## src/rtl/vip_edge_bbox_detector.sv

```systemverilog
`default_nettype none
// +--------------------------------------------------------------------------+
// | Module  : vip_edge_bbox_detector                                         |
// | Brief   : Per-frame bounding box and pixel count of a 1-bit edge stream. |
// | Revision: 1.0                                                            |
// +--------------------------------------------------------------------------+
module vip_edge_bbox_detector #(
   parameter int IMG_WIDTH  = 640,
   parameter int IMG_HEIGHT = 480,
   parameter int MIN_PIXELS = 16
) (
   input  logic        clk,
   input  logic        rst_n,
   input  logic        per_frame_vsync,
   input  logic        per_frame_href,
   input  logic        per_frame_clken,
   input  logic        per_img_Bit,
   output logic [11:0] bbox_x_min,
   output logic [11:0] bbox_x_max,
   output logic [11:0] bbox_y_min,
   output logic [11:0] bbox_y_max,
   output logic [23:0] edge_count,
   output logic        bbox_valid,
   output logic        frame_done,
   output logic [7:0]  frame_cnt
);

   localparam logic [11:0] c_WIDTH   = 12'(IMG_WIDTH);
   localparam logic [11:0] c_HEIGHT  = 12'(IMG_HEIGHT);
   localparam logic [23:0] c_MIN     = 24'(MIN_PIXELS);
   localparam logic [23:0] c_CNT_MAX = 24'hFFFFFF;

   logic        vsync_q, href_q;
   logic [11:0] col_q, col_d, row_q, row_d;
   logic [11:0] acc_xmin_q, acc_xmin_d, acc_xmax_q, acc_xmax_d;
   logic [11:0] acc_ymin_q, acc_ymin_d, acc_ymax_q, acc_ymax_d;
   logic [23:0] acc_cnt_q, acc_cnt_d;
   logic [11:0] xmin_q, xmin_d, xmax_q, xmax_d, ymin_q, ymin_d, ymax_q, ymax_d;
   logic [23:0] ecnt_q, ecnt_d;
   logic        valid_q, valid_d, done_q, done_d;
   logic [7:0]  fcnt_q, fcnt_d;

   logic w_line_end, w_frame_end, w_hit, w_valid;

   assign w_line_end  = href_q & ~per_frame_href;
   assign w_frame_end = vsync_q & ~per_frame_vsync;
   assign w_hit       = per_frame_vsync & per_frame_href & per_frame_clken & per_img_Bit
                      & (col_q < c_WIDTH) & (row_q < c_HEIGHT);
   assign w_valid     = (acc_cnt_q >= c_MIN);

   // Counters saturate at the image size so clipped pixels can never qualify.
   always_comb begin
      col_d = col_q;
      row_d = row_q;
      if (!per_frame_vsync) begin
         col_d = '0;
         row_d = '0;
      end else begin
         if (w_line_end)
            col_d = '0;
         else if (per_frame_href && per_frame_clken && (col_q < c_WIDTH))
            col_d = col_q + 12'd1;
         if (w_line_end && (row_q < c_HEIGHT))
            row_d = row_q + 12'd1;
      end
   end

   always_comb begin
      acc_xmin_d = acc_xmin_q;
      acc_xmax_d = acc_xmax_q;
      acc_ymin_d = acc_ymin_q;
      acc_ymax_d = acc_ymax_q;
      acc_cnt_d  = acc_cnt_q;
      if (w_frame_end) begin
         acc_xmin_d = 12'hFFF;
         acc_xmax_d = '0;
         acc_ymin_d = 12'hFFF;
         acc_ymax_d = '0;
         acc_cnt_d  = '0;
      end else if (w_hit) begin
         if (col_q < acc_xmin_q) acc_xmin_d = col_q;
         if (col_q > acc_xmax_q) acc_xmax_d = col_q;
         if (row_q < acc_ymin_q) acc_ymin_d = row_q;
         if (row_q > acc_ymax_q) acc_ymax_d = row_q;
         if (acc_cnt_q != c_CNT_MAX) acc_cnt_d = acc_cnt_q + 24'd1;
      end
   end

   always_comb begin
      xmin_d  = xmin_q;
      xmax_d  = xmax_q;
      ymin_d  = ymin_q;
      ymax_d  = ymax_q;
      ecnt_d  = ecnt_q;
      valid_d = valid_q;
      fcnt_d  = fcnt_q;
      done_d  = w_frame_end;
      if (w_frame_end) begin
         xmin_d  = w_valid ? acc_xmin_q : '0;
         xmax_d  = w_valid ? acc_xmax_q : '0;
         ymin_d  = w_valid ? acc_ymin_q : '0;
         ymax_d  = w_valid ? acc_ymax_q : '0;
         ecnt_d  = acc_cnt_q;
         valid_d = w_valid;
         fcnt_d  = fcnt_q + 8'd1;
      end
   end

   always_ff @(posedge clk or negedge rst_n) begin
      if (!rst_n) begin
         vsync_q    <= 1'b0;
         href_q     <= 1'b0;
         col_q      <= '0;
         row_q      <= '0;
         acc_xmin_q <= 12'hFFF;
         acc_xmax_q <= '0;
         acc_ymin_q <= 12'hFFF;
         acc_ymax_q <= '0;
         acc_cnt_q  <= '0;
         xmin_q     <= '0;
         xmax_q     <= '0;
         ymin_q     <= '0;
         ymax_q     <= '0;
         ecnt_q     <= '0;
         valid_q    <= 1'b0;
         done_q     <= 1'b0;
         fcnt_q     <= '0;
      end else begin
         vsync_q    <= per_frame_vsync;
         href_q     <= per_frame_href;
         col_q      <= col_d;
         row_q      <= row_d;
         acc_xmin_q <= acc_xmin_d;
         acc_xmax_q <= acc_xmax_d;
         acc_ymin_q <= acc_ymin_d;
         acc_ymax_q <= acc_ymax_d;
         acc_cnt_q  <= acc_cnt_d;
         xmin_q     <= xmin_d;
         xmax_q     <= xmax_d;
         ymin_q     <= ymin_d;
         ymax_q     <= ymax_d;
         ecnt_q     <= ecnt_d;
         valid_q    <= valid_d;
         done_q     <= done_d;
         fcnt_q     <= fcnt_d;
      end
   end

   assign bbox_x_min = xmin_q;
   assign bbox_x_max = xmax_q;
   assign bbox_y_min = ymin_q;
   assign bbox_y_max = ymax_q;
   assign edge_count = ecnt_q;
   assign bbox_valid = valid_q;
   assign frame_done = done_q;
   assign frame_cnt  = fcnt_q;

endmodule
`default_nettype wire

```

## config.mk

```make
export PLATFORM = sky130hd
export DESIGN_NAME = vip_edge_bbox_detector
export DESIGN_NICKNAME = d
export VERILOG_FILES = /design/src/rtl/vip_edge_bbox_detector.sv
export SDC_FILE = /design/constraint.sdc
export NUM_CORES = 1
export LEC_CHECK = 0
export ABC_AREA = 1
export BUFFER_PORTS_ARGS = -buffer_cell sky130_fd_sc_hd__buf_4
export CAP_MARGIN = 20
export CORE_MARGIN = 3
export CORE_UTILIZATION = 40
export CTS_CLUSTER_DIAMETER = 80
export DETAILED_ROUTE_END_ITERATION = 7
export SYNTH_ARGS = -nofsm -noshare
export SYNTH_HDL_FRONTEND = slang
export SYNTH_SLANG_ARGS = --single-unit
```

## constraint.sdc

```tcl
create_clock -name clk -period 2.8 [get_ports clk]
set_input_delay 0.28 -clock clk [delete_from_list [all_inputs] [get_ports clk]]
set_output_delay 0.28 -clock clk [all_outputs]
set_load 0.01 [all_outputs]
```

# Word-level counts from Yosys, hierarchy flattened
# Cells that the tools add are included.
[totals]
register_bits = 180
output_inout_bits = 82
elab_cells = 78
[op_classes]
reduce_logical = 14
eq_ne = 3
addsub = 4
n_mux = 24
magnitude_cmp = 7
bitwise_logic = 9
[op_table]
columns = ["cell", "n"]
rows = [
  ["two-way mux 12 bit", 21],
  ["two-way mux 24 bit", 3],
  ["adder 12 x 1 -> 12 bit, second input constant", 2],
  ["adder 24 x 1 -> 24 bit, second input constant", 1],
  ["greater-or-equal comparator 24 x 5 -> 1 bit, second input constant", 1],
  ["> comparator 12 bit", 2],
  ["less-than comparator 12 bit", 2],
  ["!= test 24 bit, second input constant", 1],
  ["less-than comparator 12 x 10 -> 1 bit, second input constant", 1],
  ["less-than comparator 12 x 9 -> 1 bit, second input constant", 1],
  ["nonzero test 2 bit", 6],
  ["AND reduction 2 bit", 5],
  ["adder 8 x 1 -> 8 bit, second input constant", 1],
  ["AND 1 bit", 7],
  ["logical AND 1 bit", 3],
  ["!= test 3 x 1 -> 1 bit, second input constant", 1],
  ["!= test 2 x 1 -> 1 bit, second input constant", 1],
  ["inverter 1 bit", 2],
]

# Depth between registers and ports, before layout
# Gate-level depths: netlist of run 1.
[logic_depth]
ltp_word = 7
ltp_mapped = 12

# Worst setup path before layout of run 1
# No wires, ideal clock.
[synth_timing]
path_kind = "register to register"
from = "reg acc_xmin_q[7]"
to = "reg acc_xmin_q[0]"
n_path_buf = 0
t_arrival_ns = 1.612
period_less_slack_ns = 1.689
stages_incl_launch_ff = 11
setup_slack_ns = 1.111
path_cell_list = "dfstp_2 > inv_1 > ha_1 > nand2_1 > inv_1 > nand2_1 > nand2_1 > a21oi_1 > nand3_1 > nand3_1 > nand2_1"
[synth_via]
elab_chain_len = 3
[synth_rtl]
columns = ["item", "line", "rtl"]
rows = [
  ["from (decl)", "35", "logic [11:0] acc_xmin_q, acc_xmin_d, acc_xmax_q, acc_xmax_d;"],
  ["from (signal assigned)", "133", "acc_xmin_q <= acc_xmin_d;"],
  ["less-than comparator 12 bit", "81", "if (col_q < acc_xmin_q) acc_xmin_d = col_q;"],
  ["nonzero test 2 bit (no line)", "-", ""],
  ["AND reduction 2 bit (no line)", "-", ""],
]
# No other way between the ends.
# A chain may end at the register's enable or synchronous reset.

# Worst setup path in the final report of run 1
[layout_timing]
from = "reg row_q[7]"
to = "reg acc_ymax_q[9]"
[layout_via]
elab_chain_len = 4
[layout_rtl]
columns = ["item", "line", "rtl"]
rows = [
  ["from (decl)", "34", "logic [11:0] col_q, col_d, row_q, row_d;"],
  ["from (signal assigned)", "132", "row_q <= row_d;"],
  ["less-than comparator 12 x 9 -> 1 bit", "48", "& (col_q < c_WIDTH) & (row_q < c_HEIGHT);"],
  ["AND 1 bit", "48", ""],
  ["nonzero test 2 bit (no line)", "-", ""],
  ["AND reduction 2 bit (no line) *", "-", ""],
  ["to (signal assigned)", "136", "acc_ymax_q <= acc_ymax_d;"],
  ["to (decl)", "36", "logic [11:0] acc_ymin_q, acc_ymin_d, acc_ymax_q, acc_ymax_d;"],
]
# Mark *: on every way between the ends. The rest lies on a longest branch, timed or not.

==> results of run 1 <==
-- worst max-delay path, delay by kind of cell, from the launching register on --
family | cells | cell delay (ps)
simple gates | 8 | 1130
flops | 1 | 480
fa+ha+maj | 1 | 350
buf+inv | 1 | 40
-- flip-flops by register name, summed over array words and instances, names as in the netlist --
name and flops:
acc_xmin_q 12, bbox_x_min 12, acc_xmax_q 12, bbox_y_min 12, edge_count 24, vsync_q 1, row_q 12, bbox_valid 1
bbox_x_max 12, col_q 12, bbox_y_max 12, frame_done 1, acc_cnt_q 24, acc_ymax_q 12, href_q 1, acc_ymin_q 12
frame_cnt 8
-- metal layers --
metal	vias up	part of all wire	global-route usage
li1	3939	-	-
met1	3630	0.48	0.263
met2	157	0.46	0.312
met3	27	0.047	0.0364
met4	0	0.014	0.0496
met5	-	0	0
-- final cells by class --
class                           instances  area share
Sequential cell                       180       0.414
Multi-Input combinational cell        818       0.371
Timing Repair Buffer                  109      0.0789
Inverter                              134      0.0459
Clock buffer                           20      0.0426
Tap cell                              285      0.0326
Clock inverter                         12      0.0152
-- cells in the mapped netlist (2+ instances only) --
cell type / count / area [um2]
nor4_1: 2 / 12.5
nor2_2: 3 / 18.8
and3_1: 2 / 12.5
nor2_4: 3 / 33.8
nand4_1: 15 / 93.8
a21oi_1: 22 / 110
dfstp_2: 24 / 631
xor2_1: 9 / 78.8
and2_1: 2 / 12.5
nor3_1: 11 / 55.1
inv_1: 131 / 492
clkbuf_1: 14 / 52.6
o21a_1: 2 / 15.0
o21ai_1: 16 / 80.1
buf_6: 6 / 67.6
ha_1: 51 / 638
o21ai_0: 89 / 445
buf_2: 13 / 65.1
inv_2: 3 / 11.3
nand3_1: 125 / 626
or2_2: 3 / 18.8
nand2_2: 2 / 12.5
nor2_1: 84 / 315
xnor2_1: 4 / 35.0
o21bai_1: 2 / 15.0
dfrtp_1: 156 / 3900
nand2_1: 365 / 1370
-- through the flow --
step | instances | setup WS, ps
3_5_place_dp | 1524 | 674
4_1_cts | 1558 | 702
6_report | 1558 | 710
5_1_grt | 1558 | 491
2_1_floorplan | 1167 | 1110
3_3_place_gp | 1524 | 693
-- path summary, 6_finish.rpt --
check | startpoint | endpoint | slack, ps
min reg2reg | acc_xmin_q[10] | acc_xmin_q[10] | 460
max reg2reg | row_q[7] | acc_ymax_q[9] | 710
min | per_frame_vsync | vsync_q | 80
max | row_q[7] | acc_ymax_q[9] | 710
min in group asynchronous | rst_n | edge_count[17] | 420
max in group asynchronous | rst_n | acc_ymin_q[4] | 1630
-- layout by cell type, fill, tap and decap left out, types with 9 or more instances in the layout --
master / synthesis / routed
a21oi_1: 22 / 22
buf_4: 1 / 103
clkbuf_16: 0 / 17
dfrtp_1: 156 / 156
dfstp_2: 24 / 24
ha_1: 51 / 51
inv_1: 131 / 131
nand2_1: 365 / 364
nand3_1: 125 / 125
nand4_1: 15 / 15
nor2_1: 84 / 84
nor3_1: 11 / 11
o21ai_0: 89 / 89
o21ai_1: 16 / 16
xor2_1: 9 / 9
-- kinds of logic after synthesis --
family	Yosys count	share of synthesized area
simple gates	621	0.282
flops	180	0.488
buf+inv	169	0.0754
compound gates	133	0.0733
fa+ha+maj	51	0.0687
xor+xnor	13	0.0123
-- power by group through the flow --
stage / sequential [mW] / combinational (mW) / clock (mW)
2_1_floorplan: 2.91 / 0.337 / 0
3_3_place_gp: 2.91 / 0.606 / 0
3_5_place_dp: 2.91 / 0.618 / 0
4_1_cts: 2.86 / 0.624 / 2.64
5_1_grt: 2.88 / 0.704 / 2.75
6_report: 2.86 / 0.612 / 2.59
==> impl_metrics.yaml, run 1 <==
status:
  status: "finished, final reports clean"
cts:
  clock_sinks: 180
  cts_hold_buf: 2
  cts_buffers: 17
  path_clk_slew_ps: 70
  cts-root-buf: "clkbuf_16"
  htreeDepth: 4
  cts_buffer_depth: 2
  cts_tree: "yes"
  clock_latency_ps: 430
  cts_setup_buffers: 0
  cts_resized: 0
yosys:
  synth.cell_area_mm2: 0.00929
  synth_edf_count: 0
  syn_area_per_cell_um2: 7.96
  yosysSeqAreaShare: 0.488
  ys_warn_count: 0
  synth-seq-cells: 180
  synthCells: 1167
  ys_types: 35
  syn-num-nets: 1224
  async_flop_share: 1.00
  ys.flop_type: "dfrtp_1"
pwr:
  p_comb_frac: 0.101
  leakagePower_nw: 5.57
  power_frac_seq: 0.472
  powerDensity_mw_per_mm2: 553
  total_power_mw: 6.06
  ir_worst_vdd_uv: 357
  switching_share: 0.262
  p_clk_frac: 0.427
  p_sw_mw: 1.59
  p_int_mw: 4.47
routing:
  drtIter0Drc: 552
  ant_nets: 0
  firstDrtPassIters: 5
  wl_per_cell_um: 14.9
  via_count: 7753
  totalWireLength_mm: 23.2
  via_per_inst: 4.98
  drc: 0
placement:
  gp_congestion: 0.895
  io_buffers: 87
  place_area_mm2: 0.0103
  dp_hpwl_mm: 16.6
critical_path:
  crit_path_frequent_cell: "nand2_1"
  crit_path_end_kind: "flip-flop"
  arrival_ps: 2440
  path_cells: "ha_1 > nand2_1 > inv_1 > nand2_1 > nand2_1 > nand2_1 > nand3_1 > nand2_2 > nand2_1 > nor2_1"
  path_max_fanout: 10
  cp-start-kind: "flip-flop"
  rr_worst_depth: 10
  required_ps: 3150
  crit_slowest_cell: "dfrtp_1"
  critPathMaxStageDelay_ps: 480
  worstSetupPathType: "reg2reg"
grt:
  overflow: 0
  grt_usage: 0.191
  antenna_found_initial: 0
  grt_max_degree: 64
  grt_pass1_wl_mm: 38.3
  grt_pass1_vias: 7509
sta:
  drv_slew: 0
  finalSetupTns_ps: 0
  hold_viol: 0
  fmax_mhz: 479
  slew_headroom: 0.555
  finalCritPeriodShare: 0.746
  grt_setup_unrepaired: "false"
  fin_hold_ws_ps: 80.7
  tightest_slew_ps: 668
  finClkSkew_ps: 10.2
  setup_violations: 0
  fin_crit_ps: 2090
finish:
  drive_gt1_frac: 0.142
  ff_latch_area_mm2: 0.00453
  num-fill-cells: 2229
  postLayoutCoreUtil: 0.482
  antenna_cells: 0
  multi_input_area_mm2: 0.00406
  nets: 1317
  synthToLayoutAreaGrowth_pct: 17.9
  finalInstanceArea_mm2: 0.0110
flow_run:
  maxCapViolCount: 0
hold_path:
  holdPathStages: 1
  hold_class: "in2reg"
die:
  dieArea_mm2: 0.0251
  die_h_um: 158
  start_util: 0.409
  pin_count: 88
  fp.dieW_um: 158
  fp-row-count: 55
  fp.coreArea_mm2: 0.0227
Power figures use the tool's default switching activity.
==> inputs of run 2 (changes only) <==
clock period = 1.8 ns   (was 2.8 ns; I/O delays follow)
==> run 2 against run 1 <==
Non-clock buffer count grew 80; first-iteration DRC count up 3.4%; sequential power up 56%; total power rose by 62%; critical endpoint is now acc_xmin_q[9]; clock power is 58% higher; combinational power rose by 100%; clock skew is 0.84 ps lower; highest routed layer unchanged; worst hold slack better by 26 ps; setup slack worse by 690 ps.
==> impl_metrics.yaml, run 2 (synthesized netlist as in run 1, its figures left out) <==
sta:
  setup_violations: 0
  fin_crit_ps: 1780
  fmax_mhz: 561
  finClkSkew_ps: 9.38
  hold_viol: 0
  finalSetupTns_ps: 0
  slew_headroom: 0.735
  tightest_slew_ps: 394
  finalCritPeriodShare: 0.991
  fin_hold_ws_ps: 107
  drv_slew: 0
  grt_setup_unrepaired: "true"
cts:
  clock_latency_ps: 440
  clock_sinks: 180
  cts_tree: "yes"
  path_clk_slew_ps: 70
  cts-root-buf: "clkbuf_16"
  cts_buffers: 17
  htreeDepth: 4
  cts_buffer_depth: 2
routing:
  drtIter0Drc: 571
  via_per_inst: 4.96
  topRoutingLayerUsed: "met4"
  firstDrtPassIters: 5
  via_count: 8152
  wl_met1_mm: 11.3
  totalWireLength_mm: 24.2
  drc: 0
  wl_met3_um: 780
  dr_wl_met2_mm: 11.7
  wl_per_cell_um: 14.7
  ant_nets: 0
placement:
  place_area_mm2: 0.0108
  io_buffers: 87
  dp_hpwl_mm: 17.3
  dp_cells: 1590
  gp_congestion: 0.945
grt:
  grt_max_degree: 72
  grt_pass1_vias: 7687
  antenna_found_initial: 0
  overflow: 0
  grt_usage: 0.191
  grt_pass1_wl_mm: 38.5
finish:
  nets: 1401
  finalInstanceArea_mm2: 0.0122
  synthToLayoutAreaGrowth_pct: 31.2
  antenna_cells: 0
  final_common_cell: "nand2_1"
  drive_gt1_frac: 0.271
  fin_cells: 1642
  layout_common_cells: "nand2_1, buf_4, dfrtp_1"
pwr:
  ir_worst_vdd_uv: 523
  leakagePower_nw: 6.00
  total_power_mw: 9.80
  powerDensity_mw_per_mm2: 804
flow_run:
  maxCapViolCount: 0
critical_path:
  path_max_fanout: 5
  cp-start-kind: "flip-flop"
  required_ps: 2180
  arrival_ps: 2160
  worstSetupPathType: "reg2reg"
  crit_path_end_kind: "flip-flop"
die:
  fp.dieW_um: 158
  dieArea_mm2: 0.0251
  fp.coreArea_mm2: 0.0227
  die_h_um: 158
  start_util: 0.409
  pin_count: 88
  fp-row-count: 55
status:
  status: "finished, final reports clean"
hold_path:
  hold_class: "in2reg"
-- run 2: cell types whose count changed in the layout (fill, tap and decap cells not counted), moves of 13 or more --
cell,previous run,this run
buf_4,103,173
nand2_1,364,337
nand2_2,2,27
ha_1,51,34
dfrtp_1,156,140
dfrtp_2,0,16
ha_4,0,16
nand3_1,125,111
nor2_1,84,71
-- run 2: metal layers --
| layer | vias to the layer above | track usage |
|---|---|---|
| met5 | - | 0 |
| met4 | 0 | 0.0565 |
| met3 | 28 | 0.0285 |
| met2 | 144 | 0.312 |
| met1 | 3876 | 0.266 |
| li1 | 4104 | - |
-- run 2: critical path, stage by stage, from the launching register on --
cell and delay, ps:
dfstp_2 550, inv_2 50, ha_4 270, nand2_2 70
inv_2 60, buf_4 100, nand2_2 50, nor2_2 90
nand2_1 70, nand3_2 120, buf_6 150, nand3_2 70
nand2_1 80
-- run 2: worst paths after layout --
check                           startpoint             end  slack, ps  cells after the start
max in group asynchronous            rst_n   acc_ymin_q[1]        920                      3
setup / recovery             acc_xmin_q[7]   acc_xmin_q[9]         20                     12
hold reg to reg             acc_ymin_q[10]  acc_ymin_q[10]        460                      2
hold / removal             per_frame_vsync         vsync_q        110                      2
setup reg to reg             acc_xmin_q[7]   acc_xmin_q[9]         20                     12
min in group asynchronous            rst_n  edge_count[18]        210                      2
-- run 2: repair_timing --
action,in CTS,in global routing
buffers inserted,1,14
hold buffers,2,0
endpoints found under the setup margin,68,70
endpoints found under the hold margin,121,0
gates cloned,0,5
pin swaps,1,45
gates resized for setup,14,117
-- run 2: layout make-up --
type | instances | area (um2)
flip-flops and latches | 180 | 4550
multi-input cells | 822 | 4590
fillers | 2092 | 10500
well taps | 285 | 357
repair buffers | 189 | 1540
clock inverters | 15 | 218
clock buffers | 17 | 425
inverters | 134 | 507
-- run 2: through the flow --
| stage | setup WS [ps] | util |
|---|---|---|
| 2_1_floorplan | 111 | - |
| 3_3_place_gp | -84.6 | 0.478 |
| 3_5_place_dp | -138 | 0.478 |
| 4_1_cts | 0.196 | 0.510 |
| 5_1_grt | -55.8 | 0.537 |
| 6_report | 16.9 | 0.537 |
-- run 2: power breakdown --
part | switching [mW] | total [mW] | internal [mW]
registers | 0.170 | 4.45 | 4.28
clock network | 1.74 | 4.10 | 2.37
logic | 0.720 | 1.25 | 0.532
==> inputs of run 3 (changes only) <==
ABC_AREA = default   (was 1)
CORE_ASPECT_RATIO = 2   (was default)
==> run 3 against run 2 <==
The run now ends with setup timing left; worst hold slack gained 15 ps; critical path depth down 3; combinational power fell by 33%; via count fell by 17%; die area fell by 8.6%; fmax decreased by 22%; clock power decreased by 12%; clock skew barely moved; critical path type unchanged; largest cell class is now registers; largest power group unchanged.
==> impl_metrics.yaml, run 3 <==
die:
  dieArea_mm2: 0.0229
  fp.coreArea_mm2: 0.0206
  fp.dieW_um: 109
  start_util: 0.409
  pin_count: 88
  die_h_um: 211
  fp-row-count: 74
yosys:
  synthTopCellsByCount: "dfrtp_1, nand2_1, a22o_1"
  ys_types: 54
  syn_area_per_cell_um2: 10.7
  yosys.area.top_type: "dfrtp_1"
  post-synth-top-count-cell: "dfrtp_1"
  synthCells: 786
  ys.flop_type: "dfrtp_1"
  syn-num-nets: 843
  synth.cell_area_mm2: 0.00842
  netlist_top_cells_area: "dfrtp_1, ha_1, dfstp_2, a22o_1, nand2_1"
  yosysTopAreaCellShare: 0.464
  synth-seq-cells: 180
  synth_edf_count: 0
  ys_warn_count: 0
  async_flop_share: 1.00
  yosysSeqAreaShare: 0.539
finish:
  layout_common_cells: "buf_4, dfrtp_1, nand2_1"
  final_common_cell: "buf_4"
  finalInstanceArea_mm2: 0.0119
  postLayoutCoreUtil: 0.580
  synthToLayoutAreaGrowth_pct: 41.7
  nets: 1096
  antenna_cells: 0
  drive_gt1_frac: 0.395
sta:
  fin_crit_ps: 2300
  drv_slew: 0
  tightest_slew_ps: 609
  grt_setup_unrepaired: "true"
  setup_violations: 73
  slew_headroom: 0.594
  hold_viol: 0
  finClkSkew_ps: 9.16
  fin_ws_ps: -496
  fmax_mhz: 436
  finalCritPeriodShare: 1.28
routing:
  via_per_inst: 5.10
  topRoutingLayerUsed: "met4"
  drtIter0Drc: 222
  wl_met1_mm: 8.46
  wl_per_cell_um: 16.9
  via_count: 6727
  dr_wl_met2_mm: 12.3
  wl_met3_um: 648
  firstDrtPassIters: 4
  totalWireLength_mm: 22.2
  drc: 0
  ant_nets: 0
cts:
  clock_sinks: 180
  cts_tree: "yes"
  cts_buffers: 17
  cts_buffer_depth: 2
  htreeDepth: 4
  clock_latency_ps: 440
  path_clk_slew_ps: 70
  cts-root-buf: "clkbuf_16"
critical_path:
  cp-start-kind: "flip-flop"
  rr_endpoint: "acc_xmin_q[6]"
  path_cells: "inv_2 > ha_4 > a211oi_2 > nor2_1 > or4_4 > a211oi_4 > buf_6 > mux2i_1 > nand2_1"
  r2r_setup_slack_ps: -500
  startpoint: "acc_xmin_q[9]"
  critPathMaxStageDelay_ps: 550
  path_max_fanout: 5
  arrival_ps: 2660
  rr_worst_depth: 9
  worstSetupPathType: "reg2reg"
  required_ps: 2160
  crit_path_end_kind: "flip-flop"
  crit_end: "acc_xmin_q[6]"
  crit_slowest_cell: "or4_4"
  r2r_start: "acc_xmin_q[9]"
flow_run:
  maxCapViolCount: 0
grt:
  grt_usage: 0.203
  overflow: 0
  grt_pass1_vias: 7057
  antenna_found_initial: 0
  grt_pass1_wl_mm: 35.9
  grt_max_degree: 109
placement:
  io_buffers: 87
  place_area_mm2: 0.0107
  dp_hpwl_mm: 15.6
  gp_congestion: 0.859
pwr:
  ir_worst_vdd_uv: 511
  powerDensity_mw_per_mm2: 735
  leakagePower_nw: 5.99
hold_path:
  hold_class: "in2reg"
status:
  violations: "setup timing"
  status: "finished, violations left"
run 3: metal layers:
metal	GRT usage	vias to the layer above
met2	0.368	116
met3	0.0367	40
met4	0.0885	0
met5	0	-
li1	-	3245
met1	0.229	3326
run 3: through the flow:
step	hold WS (ps)	worst slack, ps	power [mW]	instances	TNS, ps
after global routing	116	-623	9.16	1318	-29520
final	122	-496	8.77	1318	-22410
after floorplan	-116	-451	4.74	786	-13910
after global placement	229	-473	5.15	1260	-20690
after detailed placement	230	-520	5.17	1260	-22940
after CTS	98.4	-494	8.85	1307	-19930
run 3: worst min-delay path by stage:
stage	start	to	slack (ps)	cells after the start
4_1_cts	per_frame_vsync	vsync_q	100	2
3_3_place_gp	rst_n	bbox_x_min[4]	230	2
3_5_place_dp	rst_n	bbox_x_min[4]	230	2
5_1_grt	per_frame_vsync	vsync_q	120	2
6_report	per_frame_vsync	vsync_q	120	2
2_1_floorplan	rst_n	acc_cnt_q[0]	-120	0
run 3: worst max-delay path: cells and delay by family (launching register included):
| family | cells | cell delay [ps] |
|---|---|---|
| compound gates | 2 | 380 |
| fa+ha+maj | 1 | 210 |
| buf+inv | 2 | 220 |
| flops | 1 | 540 |
| mux | 1 | 200 |
| simple gates | 3 | 690 |
run 3: timing repair:
action                                  CTS  global route
hold buffers                              2             0
pin swaps                                20            37
setup buffers                            10            17
hold endpoints to repair                157             0
gates cloned                              4             0
gates resized for setup                  62            54
endpoints found under the setup margin   76            99
run 3: cells by family after synthesis:
family | share of synthesized area
xor+xnor | 0.0447
compound gates | 0.121
buf+inv | 0.0441
mux | 0.0155
fa+ha+maj | 0.0758
flops | 0.539
simple gates | 0.160
run 3: area by class of cell:
class                           instances  area (um2)
Clock buffer                           19         443
Clock inverter                         13         128
Fill cell                            1822        8630
Inverter                               52         195
Multi-Input combinational cell        518        4050
Sequential cell                       180        4540
Tap cell                              266         333
Timing Repair Buffer                  270        2240
run 3: power by group:
| part | switching [mW] | total, mW | leakage, nW | internal (mW) |
|---|---|---|---|---|
| Sequential | 0.118 | 4.32 | 2.41 | 4.21 |
| Combinational | 0.449 | 0.833 | 3.30 | 0.384 |
| Clock | 1.65 | 3.61 | 0.276 | 1.96 |
